$ cat config.mk
export PLATFORM = sky130hd
export DESIGN_NAME = mem8x8_access_ctrl
export DESIGN_NICKNAME = d
export VERILOG_FILES = /design/src/rtl/mem8x8_access_ctrl.sv
export SDC_FILE = /design/constraint.sdc
export NUM_CORES = 1
export LEC_CHECK = 0
export CAP_MARGIN = 5
export CORE_ASPECT_RATIO = 2
export CORE_MARGIN = 1.5
export CORE_UTILIZATION = 25
export CTS_BUF_LIST = sky130_fd_sc_hd__clkbuf_8
export DETAILED_ROUTE_END_ITERATION = 10
export REMOVE_ABC_BUFFERS = 1
export SLEW_MARGIN = 20
export SYNTH_ARGS = -nofsm -noshare
export SYNTH_HDL_FRONTEND = slang
export SYNTH_SLANG_ARGS = --single-unit
$ cat constraint.sdc
create_clock -name clk -period 1.4 [get_ports clk]
set_input_delay 0.21 -clock clk [delete_from_list [all_inputs] [get_ports clk]]
set_output_delay 0.21 -clock clk [all_outputs]
set_load 0.005 [all_outputs]
$ cat src/rtl/mem8x8_access_ctrl.sv
// ---------------------------------------------------------------------------
// mem8x8_access_ctrl
//
// Sequencer and two-port round-robin arbiter in front of the 8x8 register
// memory. Requesters A and B each present one read or write request at a
// time. The controller grants one access, drives the memory strobes, address
// and write data, and returns read data to the requester that asked for it.
//
// Handshake: a requester raises req_x with we_x/addr_x/wdata_x stable and
// holds it until it sees gnt_x high. On the edge that samples gnt_x = 1 it
// either drops req_x or presents its next request. Requests are only sampled
// in IDLE, so a change on req_x during ISSUE/RDWAIT has no effect until the
// next IDLE cycle, and a held request is never lost.
//
// Ports:
//   clk, rst              clock; synchronous active-high reset
//   req_x, we_x           request and direction (1 = write) for x in {a, b}
//   addr_x, wdata_x       word address and write data for requester x
//   gnt_x                 one-cycle pulse in the cycle x's access is issued
//   rdata_x, rvalid_x     last read data for x; rvalid_x pulses when updated
//   mem_we, mem_re        write / read strobes to the memory (never both)
//   mem_addr, mem_wdata   word address and write data to the memory
//   mem_rdata             memory read data, valid the cycle after mem_re
//   state_dbg             current FSM state (0 IDLE, 1 ISSUE, 2 RDWAIT)
//
// Timing from a request sampled in IDLE at edge t: gnt and strobe in cycle
// t+1; a write allows the next accept at edge t+2; a read returns rvalid in
// cycle t+3. Every output comes straight from a flop.
// ---------------------------------------------------------------------------
module mem8x8_access_ctrl #(
  parameter int ADDR_W = 3,
  parameter int DATA_W = 8
) (
  input  logic              clk,
  input  logic              rst,
  input  logic              req_a,
  input  logic              we_a,
  input  logic [ADDR_W-1:0] addr_a,
  input  logic [DATA_W-1:0] wdata_a,
  output logic              gnt_a,
  output logic [DATA_W-1:0] rdata_a,
  output logic              rvalid_a,
  input  logic              req_b,
  input  logic              we_b,
  input  logic [ADDR_W-1:0] addr_b,
  input  logic [DATA_W-1:0] wdata_b,
  output logic              gnt_b,
  output logic [DATA_W-1:0] rdata_b,
  output logic              rvalid_b,
  output logic              mem_we,
  output logic              mem_re,
  output logic [ADDR_W-1:0] mem_addr,
  output logic [DATA_W-1:0] mem_wdata,
  input  logic [DATA_W-1:0] mem_rdata,
  output logic [1:0]        state_dbg
);

  typedef enum logic [1:0] {
    S_IDLE   = 2'd0,
    S_ISSUE  = 2'd1,
    S_RDWAIT = 2'd2
  } state_t;

  state_t              state_q, state_d;
  logic                last_b_q, last_b_d;     // 1: B was granted last
  logic                lat_b_q, lat_b_d;       // access in flight belongs to B
  logic                lat_we_q, lat_we_d;
  logic [ADDR_W-1:0]   lat_addr_q, lat_addr_d;

  logic                gnt_a_q, gnt_a_d;
  logic                gnt_b_q, gnt_b_d;
  logic                rvalid_a_q, rvalid_a_d;
  logic                rvalid_b_q, rvalid_b_d;
  logic [DATA_W-1:0]   rdata_a_q, rdata_a_d;
  logic [DATA_W-1:0]   rdata_b_q, rdata_b_d;
  logic                mem_we_q, mem_we_d;
  logic                mem_re_q, mem_re_d;
  logic [ADDR_W-1:0]   mem_addr_q, mem_addr_d;
  logic [DATA_W-1:0]   mem_wdata_q, mem_wdata_d;

  // Arbitration: a lone request wins; under contention the requester that
  // was not granted last wins.
  logic                sel_b;
  logic                sel_we;
  logic [ADDR_W-1:0]   sel_addr;
  logic [DATA_W-1:0]   sel_wdata;

  always_comb begin
    sel_b     = req_b && !(req_a && last_b_q);
    sel_we    = sel_b ? we_b    : we_a;
    sel_addr  = sel_b ? addr_b  : addr_a;
    sel_wdata = sel_b ? wdata_b : wdata_a;
  end

  // Because outputs are registered, the values seen during ISSUE are loaded
  // on the accepting edge in IDLE, straight from the selected request.
  always_comb begin
    state_d     = state_q;
    last_b_d    = last_b_q;
    lat_b_d     = lat_b_q;
    lat_we_d    = lat_we_q;
    lat_addr_d  = lat_addr_q;
    gnt_a_d     = 1'b0;
    gnt_b_d     = 1'b0;
    rvalid_a_d  = 1'b0;
    rvalid_b_d  = 1'b0;
    rdata_a_d   = rdata_a_q;
    rdata_b_d   = rdata_b_q;
    mem_we_d    = 1'b0;
    mem_re_d    = 1'b0;
    mem_addr_d  = '0;
    mem_wdata_d = '0;

    case (state_q)
      S_IDLE: begin
        if (req_a || req_b) begin
          lat_b_d     = sel_b;
          lat_we_d    = sel_we;
          lat_addr_d  = sel_addr;
          last_b_d    = sel_b;
          gnt_a_d     = !sel_b;
          gnt_b_d     = sel_b;
          mem_we_d    = sel_we;
          mem_re_d    = !sel_we;
          mem_addr_d  = sel_addr;
          mem_wdata_d = sel_we ? sel_wdata : '0;
          state_d     = S_ISSUE;
        end
      end
      S_ISSUE: begin
        if (lat_we_q) begin
          state_d = S_IDLE;
        end else begin
          // Address stays on the bus while the memory returns read data.
          mem_addr_d = lat_addr_q;
          state_d    = S_RDWAIT;
        end
      end
      S_RDWAIT: begin
        state_d = S_IDLE;
        if (lat_b_q) begin
          rdata_b_d  = mem_rdata;
          rvalid_b_d = 1'b1;
        end else begin
          rdata_a_d  = mem_rdata;
          rvalid_a_d = 1'b1;
        end
      end
      default: state_d = S_IDLE;
    endcase
  end

  always_ff @(posedge clk) begin
    if (rst) begin
      state_q     <= S_IDLE;
      last_b_q    <= 1'b1;   // A wins the first contention
      lat_b_q     <= 1'b0;
      lat_we_q    <= 1'b0;
      lat_addr_q  <= '0;
      gnt_a_q     <= 1'b0;
      gnt_b_q     <= 1'b0;
      rvalid_a_q  <= 1'b0;
      rvalid_b_q  <= 1'b0;
      rdata_a_q   <= '0;
      rdata_b_q   <= '0;
      mem_we_q    <= 1'b0;
      mem_re_q    <= 1'b0;
      mem_addr_q  <= '0;
      mem_wdata_q <= '0;
    end else begin
      state_q     <= state_d;
      last_b_q    <= last_b_d;
      lat_b_q     <= lat_b_d;
      lat_we_q    <= lat_we_d;
      lat_addr_q  <= lat_addr_d;
      gnt_a_q     <= gnt_a_d;
      gnt_b_q     <= gnt_b_d;
      rvalid_a_q  <= rvalid_a_d;
      rvalid_b_q  <= rvalid_b_d;
      rdata_a_q   <= rdata_a_d;
      rdata_b_q   <= rdata_b_d;
      mem_we_q    <= mem_we_d;
      mem_re_q    <= mem_re_d;
      mem_addr_q  <= mem_addr_d;
      mem_wdata_q <= mem_wdata_d;
    end
  end

  assign gnt_a     = gnt_a_q;
  assign gnt_b     = gnt_b_q;
  assign rvalid_a  = rvalid_a_q;
  assign rvalid_b  = rvalid_b_q;
  assign rdata_a   = rdata_a_q;
  assign rdata_b   = rdata_b_q;
  assign mem_we    = mem_we_q;
  assign mem_re    = mem_re_q;
  assign mem_addr  = mem_addr_q;
  assign mem_wdata = mem_wdata_q;
  assign state_dbg = state_q;

endmodule
==> results.txt, run 1 <==
Routed wire per std cell - 11.9 um
Fin crit share - 95.3%
Avg Cell Area, Syn - 10.3 um2
I/O Pins - 71
Area share of the largest cell type after synthesis - 51.3%
Routed Antenna Nets - 0
Share of cells above drive strength 1 - 20.5%
Buf+Inv Stages, Crit Path - 1
Placeable core area - 6260 um2
Final Max Slew Viols - 0
Max_slew headroom - 81.8%
FF-to-FF path depth - 5
CP max stage cell - clkdlybuf4s50_1
Site row count - 41
Fin Setup TNS - 0 ns
Pin count of the biggest net entering global routing - 25
Total Routing Usage GR - 12.3%
CTS Sinks - 41
Drt pass-1 iters - 2
H-tree levels - 2
Synth Instances - 156
Reg clk slew, reported paths - 0.07 ns
Main synth FF type - dfxtp_1
Largest stage delay on the critical path - 0.50 ns
Finished Cell Area - 2650 um2
Worst path required time - 1.19 ns
Nets@finish - 279
Top-count cell post-synth - dfxtp_1
CTS buffer count - 5
DR iter-0 viols - 44
Final Wtd Congestion - 0.693
Minimum clock period - 1.33 ns
Register area - 828 um2
Setup Crit Path Kind - flip-flop to output pin
Final Hold Viols - 0
Crit-path max FO - 2
Max IR drop VDD - 0.554 mV
Total global routing overflow - 0
Worst Tran Pin Value - 0.265 ns
EDFF count, synth - 0
Critical Path Source Type - flip-flop
Crit path cell chain - clkdlybuf4s50_1
Routed vias - 1415
Fmax - 750 MHz
Area contributors post-synth - dfxtp_1 51%, mux2i_1 11%, nand3_1 5.0%
Area growth, synth to finish - 65.8%
Power density over the cells - 1020 nW/um2
Max_cap viols - 0
Crit path DAT - 1.12 ns
Met1 Usage GRT - 11.4%
Multi-input logic area - 706 um2
# hold bufs at CTS - 0
Starting density of the core - 25.6%
CP top delay family - buffers and inverters
Placement Cell Area - 2520 um2
Synth area leader - dfxtp_1
Vias in the first global route - 1467
Synthesized flop and latch total - 41
Die Span Y - 116 um
Grt met3 use - 3.32%
RSZ-0062 raised after global routing - no
Buffers on Ports - 70
Worst skew pair latency - 0.28 ns
Synth Cell Area - 1600 um2
CTS Buffer Depth - 2
Worst Clk Skew - 0.00469 ns
Final setup viols - 0
Hold/Removal Path Class - flip-flop to flip-flop
CP endpoint kind - output pin
Initial antenna violation count - 0
Hold path cells - 1
Pleak - 1.03 nW
Ant. Diodes - 0
Filler Cell Count - 661
Crit path depth - 1
Unique cell type count in the Yosys netlist - 32
Status - complete, no violations
Root buffer cell - clkbuf_8
Total placed cells including tap cells - 321
Remaining DRCs - 0
DR vias/cell - 4.29
WL final - 3930 um
CTS tree - done
Gr busiest metal - met2
Top cells by count, synth - 41 x dfxtp_1, 20 x nor2_1, 17 x mux2i_1, 16 x nand3_1, 9 x nand2_1
Post-synthesis sequential area ratio - 51.3%
Global-route wire length before repair - 6470 um
Detailed placement HPWL - 3110 um
Global-route met2 utilization - 24.2%
Post-layout util - 42.4%
Yosys Warn Count - 0
DIE AREA - 6920 um2
Async S/R FF share, synth - 0%
Die width - 59.6 um
Fin cells - 330
[final timing paths]
| check | startpoint | endpoint | slack [ns] |
|---|---|---|---|
| worst max register to register | state_dbg[1] | rdata_a[7] | 0.16 |
| worst max-delay path | state_dbg[1] | state_dbg[1] | 0.07 |
| worst min register to register | lat_we_q | state_dbg[1] | 0.47 |
| worst min-delay path | lat_we_q | state_dbg[1] | 0.47 |
[cell usage in the layout, fill, tap and decap left out]
cell and instances:
clkdlybuf4s50_1 69, dfxtp_1 39, nor2_1 20, mux2i_1 17
buf_4 17, nand3_1 16, nand2_1 9, a21oi_2 7
a21oi_1 6, clkbuf_8 6, a311oi_1 3, a22oi_1 3
a221oi_2 3, buf_12 3, nor3b_2 2, o21ai_0 2
inv_1 2, nand3b_1 2, dfxtp_4 2, or2_4 1
nor3b_1 1, o21bai_1 1, o21ba_2 1, a21boi_2 1
nand3_2 1, a21bo_2 1, a211oi_1 1, nand2b_4 1
nor2_2 1, nor2b_1 1, inv_2 1, and2_1 1
nand2_2 1, bufinv_16 1, dlygate4sd2_1 1
[layer usage]
| metal | wire (um) | vias to the layer above | part of all wire, % |
|---|---|---|---|
| li1 | - | 715 | - |
| met1 | 1380 | 635 | 35 |
| met2 | 2250 | 59 | 57 |
| met3 | 262 | 6 | 6.7 |
| met4 | 49 | 0 | 1.2 |
| met5 | 0 | - | 0 |
[kinds of logic (layout without fill, tap and decap cells)]
group,Yosys count,in the layout,synth area share (%)
AOI/OAI and AO/OA,29,29,15.1
buffers and inverters,12,100,4.61
DFF,41,41,51.3
muxes,17,17,10.6
and+or+nand+nor,57,57,18.4
[what timing repair did]
item                                   CTS  global route
resized for setup                        5             0
buffers inserted                         1             0
setup endpoints to repair                2             0
endpoints found under the hold margin    0             0
[through the flow]
| stage | power (mW) | hold WS (ns) | worst slack, ns |
|---|---|---|---|
| after floorplan | 1.46 | 0.279 | -0.0453 |
| after global placement | 1.78 | 0.455 | -0.133 |
| after detailed placement | 1.78 | 0.459 | -0.166 |
| after CTS | 2.75 | 0.468 | 0.0452 |
| after global routing | 2.84 | 0.482 | 0.0171 |
| final | 2.70 | 0.467 | 0.0661 |
[cell type report]
class | count | share of cell area, %
timing repair buffer | 90 | 33.4
inverter | 2 | 0.283
sequential | 41 | 31.2
tap | 86 | 4.06
clock inverter | 2 | 1.27
multi-input combinational | 103 | 26.6
clock buffer | 6 | 3.11
[where the power goes]
part / leakage, nW / switching (mW) / internal [mW] / total [mW]
combinational: 0.634 / 0.196 / 0.298 / 0.493
clock: 0.0626 / 0.375 / 0.574 / 0.949
sequential: 0.335 / 0.0321 / 1.22 / 1.26
[sequential cells by signal, indices dropped and copies added (netlist names)]
name,flops
gnt_a,1
gnt_b,1
last_b_q,1
lat_addr_q,3
lat_b_q,1
lat_we_q,1
mem_addr,3
mem_re,1
mem_wdata,8
mem_we,1
rdata_a,8
rdata_b,8
rvalid_a,1
rvalid_b,1
state_dbg,2
Note: power is estimated with default switching activity, not from simulation.
==> inputs of run 2 (changes only) <==
--- a/config.mk
+++ b/config.mk
@@ -7,7 +7,7 @@
 export LEC_CHECK = 0
 export CAP_MARGIN = 5
 export CORE_ASPECT_RATIO = 2
-export CORE_MARGIN = 1.5
+export CORE_MARGIN = 3
 export CORE_UTILIZATION = 25
 export CTS_BUF_LIST = sky130_fd_sc_hd__clkbuf_8
 export DETAILED_ROUTE_END_ITERATION = 10
==> run 2 against run 1 <==
  * Hold slack got worse by 0.0045 ns
  * Die area is 7.7% higher
  * Final cell count fell by 2.1%
  * Total power grew 0.18%
  * Clock skew up 0.0015 ns
  * Sequential power is essentially flat
  * Non-clock buffer count shrank 5
  * Register-to-register slack lost 0.03 ns
  * Via count increased by 0.71%
  * Clock power increased by 2.2%
  * Global-route usage shrank 1.3 points
  * Sequential share of layout area increased by 0.55 points
  * Largest power group unchanged
==> results.txt, run 2 (synthesis results as in run 1) <==
Status - complete, no violations (unchanged)
I/O Pins - 71 (unchanged)
Register area - 828 um2 (unchanged)
Area growth, synth to finish - 62.9% (was 65.8%)
Routed Antenna Nets - 0 (unchanged)
Drt pass-1 iters - 4 (was 2)
Fin crit share - 95.8% (was 95.3%)
Worst Hold Launch - lat_we_q (unchanged)
DR iter-0 viols - 29 (was 44)
Worst Tran Pin Value - 0.273 ns (was 0.265 ns)
CP max stage cell - clkdlybuf4s50_1 (unchanged)
Minimum clock period - 1.34 ns (was 1.33 ns)
Buffers on Ports - 70 (unchanged)
Ant. Diodes - 0 (unchanged)
Total Routing Usage GR - 10.9% (was 12.3%)
CTS Buffer Depth - 2 (unchanged)
Detailed placement HPWL - 3190 um (was 3110 um)
Commonest non-fill, non-tap cells in the layout - 68 x clkdlybuf4s50_1, 39 x dfxtp_1, 20 x nor2_1 (was 69 x clkdlybuf4s50_1, 39 x dfxtp_1, 20 x nor2_1)
Buf+Inv Stages, Crit Path - 1 (unchanged)
R2R Path Start - state_dbg[0] (was state_dbg[1])
Hold/Removal Path Class - flip-flop to flip-flop (unchanged)
Vias in the first global route - 1401 (was 1467)
Crit-path max FO - 2 (unchanged)
CTS tree - done (unchanged)
CTS Sinks - 41 (unchanged)
Remaining DRCs - 0 (unchanged)
Global-route wire length before repair - 6480 um (was 6470 um)
Max_slew headroom - 81.3% (was 81.8%)
Finished Cell Area - 2610 um2 (was 2650 um2)
Worst skew pair latency - 0.29 ns (was 0.28 ns)
Die Span Y - 119 um (was 116 um)
Critical R2R Capture - rdata_a[1] (was rdata_a[7])
H-tree levels - 2 (unchanged)
Worst Clk Skew - 0.00620 ns (was 0.00469 ns)
Pin count of the biggest net entering global routing - 25 (unchanged)
Reg clk slew, reported paths - 0.08 ns (was 0.07 ns)
Worst reg-to-reg setup slack - 0.13 ns (was 0.16 ns)
Crit path DAT - 1.13 ns (was 1.12 ns)
Power density over the cells - 1040 nW/um2 (was 1020 nW/um2)
CP top delay family - buffers and inverters (unchanged)
Routed vias - 1425 (was 1415)
Final Hold Viols - 0 (unchanged)
Filler Cell Count - 628 (was 661)
Share of cells above drive strength 1 - 18.8% (was 20.5%)
Multi-input logic area - 706 um2 (unchanged)
Pleak - 1.03 nW (about the same)
Total global routing overflow - 0 (unchanged)
CP endpoint kind - output pin (unchanged)
Setup Crit Path Kind - flip-flop to output pin (unchanged)
Fmax - 746 MHz (was 750 MHz)
Final setup viols - 0 (unchanged)
Site row count - 40 (was 41)
Hold Path End - state_dbg[1] (unchanged)
Placement Cell Area - 2470 um2 (was 2520 um2)
DR vias/cell - 4.41 (was 4.29)
Routed wire per std cell - 12.6 um (was 11.9 um)
CTS buffer count - 5 (unchanged)
Leading cell type in the layout, fill and taps excluded - clkdlybuf4s50_1 (unchanged)
Worst path required time - 1.19 ns (about the same)
WL final - 4080 um (was 3930 um)
Placeable core area - 6110 um2 (was 6260 um2)
Critical Path Source Type - flip-flop (unchanged)
Max_cap viols - 0 (unchanged)
DIE AREA - 7460 um2 (was 6920 um2)
Starting density of the core - 26.2% (was 25.6%)
Final Wtd Congestion - 0.807 (was 0.693)
FF-to-FF path depth - 5 (unchanged)
Fin Setup TNS - 0 ns (unchanged)
Root buffer cell - clkbuf_8 (unchanged)
RSZ-0062 raised after global routing - no (unchanged)
Final Max Slew Viols - 0 (unchanged)
Hold path cells - 1 (unchanged)
Initial antenna violation count - 0 (unchanged)
Max IR drop VDD - 0.601 mV (was 0.554 mV)
Nets@finish - 274 (was 279)
Die width - 62.6 um (was 59.6 um)
Crit path cell chain - clkdlybuf4s50_1 (unchanged)
Final Total Pwr - 2.70 mW (about the same)
Largest stage delay on the critical path - 0.50 ns (about the same)
[run 2: cell types whose count changed in the layout (fill, tap and decap cells not counted)]
cell	previous run	this run
buf_12	3	2
dlygate4sd2_1	1	0
dlymetal6s2s_1	0	2
clkdlybuf4s50_1	69	68
buf_4	17	13
[run 2: layout make-up]
cell class              count  share of cell area (%)
clock buffers               6                    3.17
flip-flops and latches     41                    31.8
inverters                   2                   0.288
clock inverters             2                    1.30
well taps                  84                    4.03
repair buffers             85                    32.4
multi-input cells         103                    27.1
[run 2: routing by layer]
metal	global-route usage, %	vias up	routed length (um)
met5	0	-	0
met4	2.90	0	38
met3	4.34	4	338
met2	21.6	68	2200
met1	9.98	648	1510
li1	-	705	-
[run 2: worst max path at each step]
stage | from | depth (start not counted) | endpoint
2_1_floorplan | state_dbg[1] | 3 | rdata_a[0]
3_3_place_gp | req_a | 4 | lat_we_q
3_5_place_dp | req_a | 4 | lat_we_q
4_1_cts | state_dbg[0] | 1 | state_dbg[0]
5_1_grt | rdata_a[0] | 1 | rdata_a[0]
6_report | rdata_b[4] | 1 | rdata_b[4]
[run 2: what timing repair did]
action,4_1_cts,5_1_grt
endpoints found under the hold margin,0,0
pin swaps,0,0
setup buffers,0,1
gates resized for setup,4,2
setup endpoints to repair,2,2
hold buffers,0,0
[run 2: metrics by stage]
stage                     hold WS, ns  cells  util, %  worst slack (ns)
after floorplan                 0.279    146        -           -0.0453
after global placement          0.460    314     40.5            -0.140
after detailed placement        0.461    314     40.5            -0.181
after CTS                       0.466    322     42.5           0.00492
after global routing            0.483    323     42.7           0.00953
final                           0.462    323     42.7            0.0589
[run 2: power breakdown]
part	leakage (nW)	switching, mW	internal, mW
Clock	0.0626	0.396	0.574
Sequential	0.335	0.0323	1.22
Combinational	0.634	0.196	0.281
